--- config.mk ---
export PLATFORM = sky130hd
export DESIGN_NAME = store_buffer
export DESIGN_NICKNAME = d
export VERILOG_FILES = /design/src/rtl/store_buffer.sv
export SDC_FILE = /design/constraint.sdc
export NUM_CORES = 1
export LEC_CHECK = 0
export ABC_AREA = 1
export BUFFER_PORTS_ARGS = -buffer_cell sky130_fd_sc_hd__buf_2
export CORE_AREA = 2 2 226 228
export DETAILED_ROUTE_END_ITERATION = 8
export DIE_AREA = 0 0 228 230
export GPL_ROUTABILITY_DRIVEN = 0
export HOLD_SLACK_MARGIN = 0.02
export PLACE_DENSITY_LB_ADDON = 0.15
export SLEW_MARGIN = 15
export SYNTH_ARGS = -nofsm -noshare
export SYNTH_HDL_FRONTEND = slang
export SYNTH_SLANG_ARGS = --single-unit
--- constraint.sdc ---
create_clock -name clock -period 3.55 [get_ports clock]
set_input_delay 0.71 -clock clock [delete_from_list [all_inputs] [get_ports clock]]
set_output_delay 0.71 -clock clock [all_outputs]
set_load 0.01 [all_outputs]
--- src/rtl/store_buffer.sv ---
`default_nettype none
// ============================================================================
// Module      : store_buffer
// Description : Posted-write FIFO between the core load/store port and data
//               memory, with youngest-entry store-to-load forwarding and flush.
// Revision    : 1.0 - initial release
// ============================================================================
module store_buffer #(
    parameter int DEPTH      = 4,
    parameter int ADDR_WIDTH = 13,
    parameter int DATA_WIDTH = 32
) (
    input  logic                    clock,
    input  logic                    reset_n,
    input  logic                    cpu_mem_write,
    input  logic                    cpu_mem_read,
    input  logic [ADDR_WIDTH-1:0]   cpu_address,
    input  logic [DATA_WIDTH-1:0]   cpu_write_data,
    output logic [DATA_WIDTH-1:0]   cpu_read_data,
    output logic                    cpu_stall,
    input  logic                    flush_req,
    output logic                    flush_done,
    output logic                    dm_mem_write,
    output logic                    dm_mem_read,
    output logic [ADDR_WIDTH-1:0]   dm_address,
    output logic [DATA_WIDTH-1:0]   dm_write_data,
    input  logic [DATA_WIDTH-1:0]   dm_read_data,
    output logic [$clog2(DEPTH):0]  buffer_count
);

    localparam int c_PTR_W = $clog2(DEPTH);
    localparam int c_CNT_W = c_PTR_W + 1;

    typedef enum logic [1:0] {
        S_IDLE  = 2'd0,
        S_LOAD  = 2'd1,
        S_FLUSH = 2'd2,
        S_DONE  = 2'd3
    } state_t;

    state_t                  r_state;
    state_t                  w_next;
    logic [ADDR_WIDTH-1:0]   r_addr_q [DEPTH];
    logic [DATA_WIDTH-1:0]   r_data_q [DEPTH];
    logic [c_PTR_W-1:0]      r_head;
    logic [c_PTR_W-1:0]      r_tail;
    logic [c_CNT_W-1:0]      r_count;

    logic                    w_store;
    logic                    w_load;
    logic                    w_full;
    logic                    w_empty;
    logic                    w_hit;
    logic [DATA_WIDTH-1:0]   w_hit_data;
    logic [c_PTR_W-1:0]      w_idx;
    logic                    w_push;
    logic                    w_pop;
    logic                    w_issue_read;

    // A simultaneous read+write request is handled as a store.
    assign w_store      = cpu_mem_write;
    assign w_load       = cpu_mem_read & ~cpu_mem_write;
    assign w_full       = (r_count == c_CNT_W'(DEPTH));
    assign w_empty      = (r_count == '0);
    assign buffer_count = r_count;

    // Walk oldest to youngest so the youngest match wins.
    always_comb begin
        w_hit      = 1'b0;
        w_hit_data = '0;
        w_idx      = '0;
        for (int i = 0; i < DEPTH; i++) begin
            w_idx = r_head + c_PTR_W'(i);
            if ((c_CNT_W'(i) < r_count) && (r_addr_q[w_idx] == cpu_address)) begin
                w_hit      = 1'b1;
                w_hit_data = r_data_q[w_idx];
            end
        end
    end

    always_ff @(posedge clock or negedge reset_n) begin
        if (!reset_n) begin
            r_state <= S_IDLE;
        end else begin
            r_state <= w_next;
        end
    end

    always_comb begin
        w_next        = r_state;
        w_push        = 1'b0;
        w_pop         = 1'b0;
        w_issue_read  = 1'b0;
        cpu_stall     = 1'b0;
        cpu_read_data = '0;
        case (r_state)
            S_IDLE: begin
                if (w_store) begin
                    // A full buffer still drains while the core is held.
                    cpu_stall = w_full;
                    w_pop     = w_full;
                    w_push    = ~w_full;
                end else if (w_load) begin
                    if (w_hit) begin
                        cpu_read_data = w_hit_data;
                    end else begin
                        cpu_stall    = 1'b1;
                        w_issue_read = 1'b1;
                        w_next       = S_LOAD;
                    end
                end else begin
                    w_pop = ~w_empty;
                end
                if (flush_req && !w_issue_read) begin
                    w_next = S_FLUSH;
                end
            end
            S_LOAD: begin
                cpu_read_data = dm_read_data;
                w_next        = S_IDLE;
            end
            S_FLUSH: begin
                cpu_stall = cpu_mem_write | cpu_mem_read;
                w_pop     = ~w_empty;
                if (w_empty) begin
                    w_next = S_DONE;
                end
            end
            default: begin
                cpu_stall = 1'b1;
            end
        endcase
    end

    always_ff @(posedge clock) begin
        if (w_push) begin
            r_addr_q[r_tail] <= cpu_address;
            r_data_q[r_tail] <= cpu_write_data;
        end
    end

    always_ff @(posedge clock or negedge reset_n) begin
        if (!reset_n) begin
            r_head        <= '0;
            r_tail        <= '0;
            r_count       <= '0;
            dm_mem_write  <= 1'b0;
            dm_mem_read   <= 1'b0;
            dm_address    <= '0;
            dm_write_data <= '0;
            flush_done    <= 1'b0;
        end else begin
            if (w_push) begin
                r_tail <= r_tail + 1'b1;
            end
            if (w_pop) begin
                r_head <= r_head + 1'b1;
            end
            r_count     <= r_count + c_CNT_W'(w_push) - c_CNT_W'(w_pop);
            dm_mem_read <= w_issue_read;
            flush_done  <= (w_next == S_DONE);
            if (w_issue_read) begin
                dm_mem_write <= 1'b0;
                dm_address   <= cpu_address;
            end else if (w_pop) begin
                dm_mem_write  <= 1'b1;
                dm_address    <= r_addr_q[r_head];
                dm_write_data <= r_data_q[r_head];
            end else begin
                dm_mem_write <= 1'b0;
                if (w_next == S_DONE) begin
                    dm_address    <= '0;
                    dm_write_data <= '0;
                end
            end
        end
    end

endmodule
`default_nettype wire
== Word level (Yosys, flattened, before mapping) ==
Memories as Yosys holds them, arrays and structs flattened.
Index checks and enable logic that the tools add are counted.

* Register bits after elaboration: 57
* Input port bits: 82
* Word-level logic and storage cells: 85
* Output and inout port bits: 84
* Bits in writable memories: 180
* Memories: 2

{| class="wikitable"
|+ Memories
! memory !! depth !! width !! read ports !! clocked after Yosys merged registers in !! wr ports !! RTL line !! source
|-
| r_data_q || 4 || 32 || 4 || 0 || 1 || 44 || <nowiki>logic [DATA_WIDTH-1:0] r_data_q [DEPTH];</nowiki>
|-
| r_addr_q || 4 || 13 || 4 || 0 || 1 || 43 || <nowiki>logic [ADDR_WIDTH-1:0] r_addr_q [DEPTH];</nowiki>
|}

* Muxes and demuxes: 39
* Equality and inequality tests: 8
* $lt $le $gt $ge: 4
* Bitwise logic cells: 6
* Add/sub/neg operators: 6
* Reduce and logical (&&, ||, !) cells: 11

{| class="wikitable"
|+ Operators by type and width
! kind !! number
|-
| $mux W32 || 9
|-
| $pmux W32 S2 || 1
|-
| $eq A13 B13 Y1 || 4
|-
| $mux W13 || 3
|-
| $mux W1 || 18
|-
| $mux W2 || 5
|-
| $lt A1 B3 Y1 const A || 2
|-
| $lt A2 B3 Y1 const A || 2
|-
| $pmux W2 S3 || 1
|-
| $logic_and A1 B1 Y1 || 5
|-
| $add A2 B1 Y2 const B || 2
|-
| $add A2 B2 Y2 const B || 2
|-
| $eq A2 B2 Y1 const B || 2
|-
| $not A1 Y1 || 4
|-
| $add A3 B1 Y3 || 1
|-
| $eq A3 B3 Y1 const B || 1
|-
| $logic_not A3 Y1 || 1
|-
| $pmux W1 S3 || 1
|-
| $reduce_bool A3 Y1 || 1
|-
| $sub A3 B1 Y3 || 1
|-
| $eq A2 B1 Y1 const B || 1
|-
| $logic_not A2 Y1 || 1
|-
| $pmux W1 S2 || 1
|-
| $reduce_and A2 Y1 || 1
|-
| other kinds (4) || 4
|}

== Depth between registers and ports, before layout ==
An unclocked memory read counts as a cell.

* Depth in word-level cells: 19
* Depth in mapped cells: 21
* Mapped depth without buffers: 17

== Worst setup path before layout ==
OpenSTA, ideal clock, no wires.

* Path kind: input -> register
* Start point: in cpu_mem_write
* End point: mem r_addr_q[0][0], enable pin
* Setup slack: 0.071 ns
* Path buffers: 0
* Cell stages on the path: 4
* Arrival time: 3.032 ns
* Library setup time: 0.448 ns
* Data required time: 3.102 ns
* Path through: inv_1 > a31oi_1 > nand2_1 > nor2_1

* Cells in the longest elaborated chain, start to end: 4

{| class="wikitable"
|+ RTL lines
! item !! RTL line !! source
|-
| from (decl) || 15 || <nowiki>input logic cpu_mem_write,</nowiki>
|-
| $mux W1 || 98 || <nowiki>if (w_store) begin</nowiki>
|-
| $mux W1 || 96 || <nowiki>case (r_state)</nowiki>
|-
| $mux W1 || 136 || <nowiki>if (w_push) begin</nowiki>
|-
| $mux W1 (implied by the code) || 137 || <nowiki>r_addr_q[r_tail] <= cpu_address;</nowiki>
|-
| to (decl) || 43 ||
|}

No other way between the ends.

== Final worst setup path ==
* Start point: reg r_head[0]
* End point: out cpu_read_data[26]

* Cells in the longest elaborated chain, start to end: 11
* Elaborated cells on any way between the ends: 25
* Classes of those cells: 3 x add/sub; 4 x eq/ne; 12 x mux; 4 x reduce/logical; 2 x memory

{| class="wikitable"
|+ RTL lines
! item !! RTL line !! source
|-
| from (decl) || 45 || <nowiki>logic [c_PTR_W-1:0] r_head;</nowiki>
|-
| from (signal assigned) || 157 || <nowiki>r_head <= r_head + 1'b1;</nowiki>
|-
| $add A2 B1 Y2 / $mem_v2 Z4 W13 (equally long branches) || n/a ||
|-
| $mem_v2 Z4 W13 / $eq A13 B13 Y1 (equally long branches) || n/a ||
|-
| $eq A13 B13 Y1 / $logic_and A1 B1 Y1 (equally long branches) || 74 || <nowiki>if ((c_CNT_W'(i) < r_count) && (r_addr_q[w_idx] == cpu_address)) begin</nowiki>
|-
| $logic_and A1 B1 Y1, or another cell as far along || 74 ||
|-
| $mux W32 / $mux W1 (equally long branches) (3 in a row) || 74 ||
|-
| $mux W32 (*) || 104 || <nowiki>if (w_hit) begin</nowiki>
|-
| $mux W32 (*) || 103 || <nowiki>end else if (w_load) begin</nowiki>
|-
| $mux W32 (*) || 98 ||
|-
| $pmux W32 S2 (*) || 96 ||
|-
| to (decl) || 19 || <nowiki>output logic [DATA_WIDTH-1:0] cpu_read_data,</nowiki>
|}

Every way passes the cells marked *; elsewhere a longest branch is shown, timed or not.

==> out/qor_table.md <==
| Stage | Metric | Reported |
| --- | --- | --- |
| status | Outcome | finished with violations |
| status | Violated checks | negative setup slack |
| floorplan | Die Span Y | 230 µm |
| floorplan | Top Ports | 166 |
| layout | Number of inserted filler cells in the final layout | 5071 |
| sta | Tightest hold margin | 245 ps |
| clock network | CTS tree | done |
| floorplan | Core area | 49900 µm² |
| pwr | Internal power | 5.30 mW |
| layout | Layout overhead on the synthesized area | 34.8% |
| floorplan | Die width | 228 µm |
| logic synthesis | Yosys reg bits | 237 |
| sta | Final critical-path required period | 3950 ps |
| sta | Worst-case clock skew | 13.5 ps |
| logic synthesis | Number of enable-type register cells in the synthesized netlist | 180 |
| sta | Headroom to the max-slew limit | 31.4% |
| global route | Global routing usage summed across all routing layers | 18.9% |
| route | DR iter-0 viols | 1094 |
| job | Max-cap viol count | 0 |
| global route | Number of global-route vias before repair | 13.5k |
| pwr | Worst IR Drop VDD | 0.371 mV |
| pwr | Switching Fraction | 21.2% |
| route | Routed len/inst | 18.0 µm |
| clock network | Source-to-sink clock delay at the later pin of the worst-skew pair | 600 ps |
| sta | Final Hold Viols | 0 |
| route | Number of nets with antenna violations after routing | 0 |
| pwr | Power share of the clock group | 52.7% |
| critical path | Crit path max fanout | 18 |
| pwr | Power share of the combinational group | 2.8% |
| clock network | Clock buffer count from CTS | 31 |
| logic synthesis | Fraction of registers with async set/reset | 24.1% |
| floorplan | Area enclosed by the die boundary | 52400 µm² |
| logic synthesis | Count of cell types in the netlist | 31 |
| logic synthesis | Gate count of the mapped netlist | 2049 |
| route | Post-detailed-route DRC marker count | 0 |
| pwr | Leak pwr | 9.34 nW |
| logic synthesis | Post-Syn Area per Cell | 7.27 µm² |
| logic synthesis | Top_reg_cell synth | sky130_fd_sc_hd__edfxtp_1 |
| sta | Maximum operating frequency | 253 MHz |
| floorplan | Starting Density | 29.9% |
| global route | Maximum number of pins on one net before global-route repair | 129 |
| layout | Final nets | 2352 |
| pwr | Net switching power | 1.42 mW |
| logic synthesis | Synth warn | 0 |
| critical path | Critical path launch point type | register |
| sta | Setup repair after global routing missed its margin | yes |
| clock network | Maximum clock path buffer count | 3 |
| clock network | Depth of the CTS H-tree | 1 |
| pwr | Power per cell area | 334 nW/µm² |
| route | Vias per std cell | 4.89 |
| floorplan | Num rows | 82 |
| global route | Wire length of the first global-routing pass | 77700 µm |
| layout | Number of inserted diodes | 0 |
| clock network | Clock tree root buffer cell | sky130_fd_sc_hd__clkbuf_16 |
| sta | Max-slew violations | 0 |
| logic synthesis | Portion of the post-synthesis area used by sequential elements | 45.8% |
| placed design | IO Port Bufs | 165 |
| clock network | Clock-pin slew on the worst setup and hold paths | 60 ps |
| logic synthesis | Cell Area, Synth | 14900 µm² |
| critical path | Setup CP Type | reg2out |
| global route | Global route total overflow | 0 |
| route | Total Routed Length | 53100 µm |
| critical path | Standard cell with the maximum stage delay on the critical path | sky130_fd_sc_hd__dfrtp_4 |
| worst hold path | Classification of the worst-slack hold path | in2async |
| critical path | Worst path most repeated cell | sky130_fd_sc_hd__nand2_1 |
| global route | Initial antenna violation count | 3 |
| clock network | Number of hold-repair buffers added at the cts stage | 0 |
| critical path | Critical path capture point type | output port |
| sta | Worst-Margin Slew | 1030 ps |
| sta | Final critical-path setup slack | -395 ps |
| critical path | Worst Path Required | 2840 ps |
| critical path | Data arrival at the endpoint of the critical path | 3240 ps |
| clock network | Clk sink count | 237 |
| critical path | Max stage delay on crit path | 510 ps |
| global route | Met3 demand-to-capacity share in global routing | 3.31% |
| sta | Final cycle utilization of the critical path | 111% |
| route | DR pass1 iterations | 6 |
| logic synthesis | Net count after synthesis | 2140 |
| pwr | Sequential group share of total power | 44.5% |
| critical path | Cell chain of the critical path | buf_8 -> buf_12 -> buf_16 -> nand2_4 -> nand3_2 -> nand3_2 -> nand2_1 -> nor2_1 -> nand3b_1 -> nor2_4 -> nand2_4 -> buf_12 -> buf_12 -> o21ai_1 -> inv_1 -> nand2_1 -> nand2_1 -> nand2_1 -> buf_2 |
| layout | Share of cells above drive strength 1 | 27.7% |
| global route | Fraction of met1 tracks used by global routing | 25.3% |
| sta | Total setup violations reported at the end of the flow | 33 |
| placed design | Final HPWL DP | 32700 µm |
| global route | Most Used Layer, Global Route | met2 |
| route | Overall via count from detail_route | 14.5k |
| sta | Setup tns final | -11700 ps |
| global route | Met2 track utilization from global routing | 31.2% |
cell usage after synthesis (all sizes together), types with 2 or more instances:
cell type | instances | share of area (%)
inv | 180 | 4.5
a22o | 32 | 1.9
nor3 | 3 | 0.10
nor2 | 76 | 2.0
dfrtp | 57 | 9.6
edfxtp | 180 | 36
buf | 60 | 2.6
a21oi | 4 | 0.13
or2 | 32 | 1.3
o21ai | 301 | 10
nand2 | 815 | 21
ha | 8 | 0.67
nand4 | 46 | 1.9
xor2 | 5 | 0.29
nand3 | 174 | 5.9
o211ai | 2 | 0.10
clkbuf | 70 | 1.8
kinds of logic after synthesis:
logic type / after synthesis / share of synthesized area [%]
buf+inv: 310 / 8.87
flops: 237 / 45.8
xor+xnor: 5 / 0.294
fa+ha+maj: 9 / 0.806
compound gates: 340 / 12.3
simple gates: 1148 / 31.9
power groups by stage:
stage	Sequential, mW	Combinational [mW]	Clock [mW]
2_1_floorplan	3.04	0.0444	0
3_3_place_gp	3.04	0.170	0
3_5_place_dp	3.04	0.173	0
4_1_cts	2.99	0.177	3.62
5_1_grt	2.99	0.211	3.74
6_report	2.99	0.191	3.54
critical path: cells and delay by family (launching register included):
family	cells	cell delay, ps
compound gates	1	120
flops	1	510
simple gates	11	1100
buf+inv	7	900
area by class of cell:
cell class,count,area [µm²],share of cell area (%)
inverter,180,706,3.51
sequential,237,6840,34.0
timing repair buffer,306,2710,13.5
multi-input combinational,1504,7800,38.8
timing repair inverter,1,16.3,0.0810
tap,672,841,4.19
clock inverter,16,231,1.15
clock buffer,42,952,4.74
worst paths after layout:
path                               startpoint           endpoint  slack, ps  cells past startpoint
max in group asynchronous             reset_n          r_head[0]       2570                      1
min reg2reg                 dm_write_data[15]  dm_write_data[15]        490                      1
max reg2reg                        r_state[1]    buffer_count[2]        770                      8
min                                   reset_n      dm_address[9]        250                      1
max                                 r_head[0]  cpu_read_data[26]       -400                     19
min in group clock         cpu_write_data[27]    r_data_q[0][27]        330                      1
metal layers:
| metal | part of all wire [%] | wire length (µm) | vias up |
|---|---|---|---|
| met5 | 0.047 | 25 | - |
| met4 | 3.1 | 1630 | 4 |
| met3 | 5.8 | 3110 | 104 |
| met2 | 46 | 24400 | 414 |
| met1 | 45 | 24000 | 6792 |
| li1 | - | - | 7159 |
cell usage in the layout, fill, tap and decap left out, drive strengths merged, types with 2 or more instances in the layout:
cell type    n
nand2      817
o21ai      301
buf        291
edfxtp     180
inv        178
nand3      174
nor2        76
dfrtp       57
clkbuf      57
nand4       46
or2         32
a22o        32
clkinv      11
ha           8
bufinv       5
xor2         5
a21oi        4
nor3         3
clkinvlp     3
o211ai       2
repair_timing:
item                                    4_1_cts  5_1_grt
pin swaps                                     3       65
resized for setup                            55      281
setup buffers                                 2       12
endpoints found under the setup margin       33       33
cloned                                        3       19
endpoints found under the hold margin         0        0
state kept, by name (all words and copies together), names as in the netlist:
register,count
r_data_q,128
r_addr_q,52
dm_write_data,32
dm_address,13
buffer_count,3
r_head,2
r_state,2
r_tail,2
dm_mem_read,1
dm_mem_write,1
flush_done,1
stage by stage:
stage	instances	worst slack [ps]	total power [mW]	utilization [%]	instance area, µm²
final	2958	-395	6.72	40.3	20100
after detailed placement	2865	18.1	3.22	34.4	17100
after global placement	2865	39.3	3.21	34.4	17100
after CTS	2928	-434	6.78	37.3	18600
after global routing	2958	-557	6.94	40.3	20100
after floorplan	2049	70.7	3.09	-	14900
(Power assumes the default switching activity.)
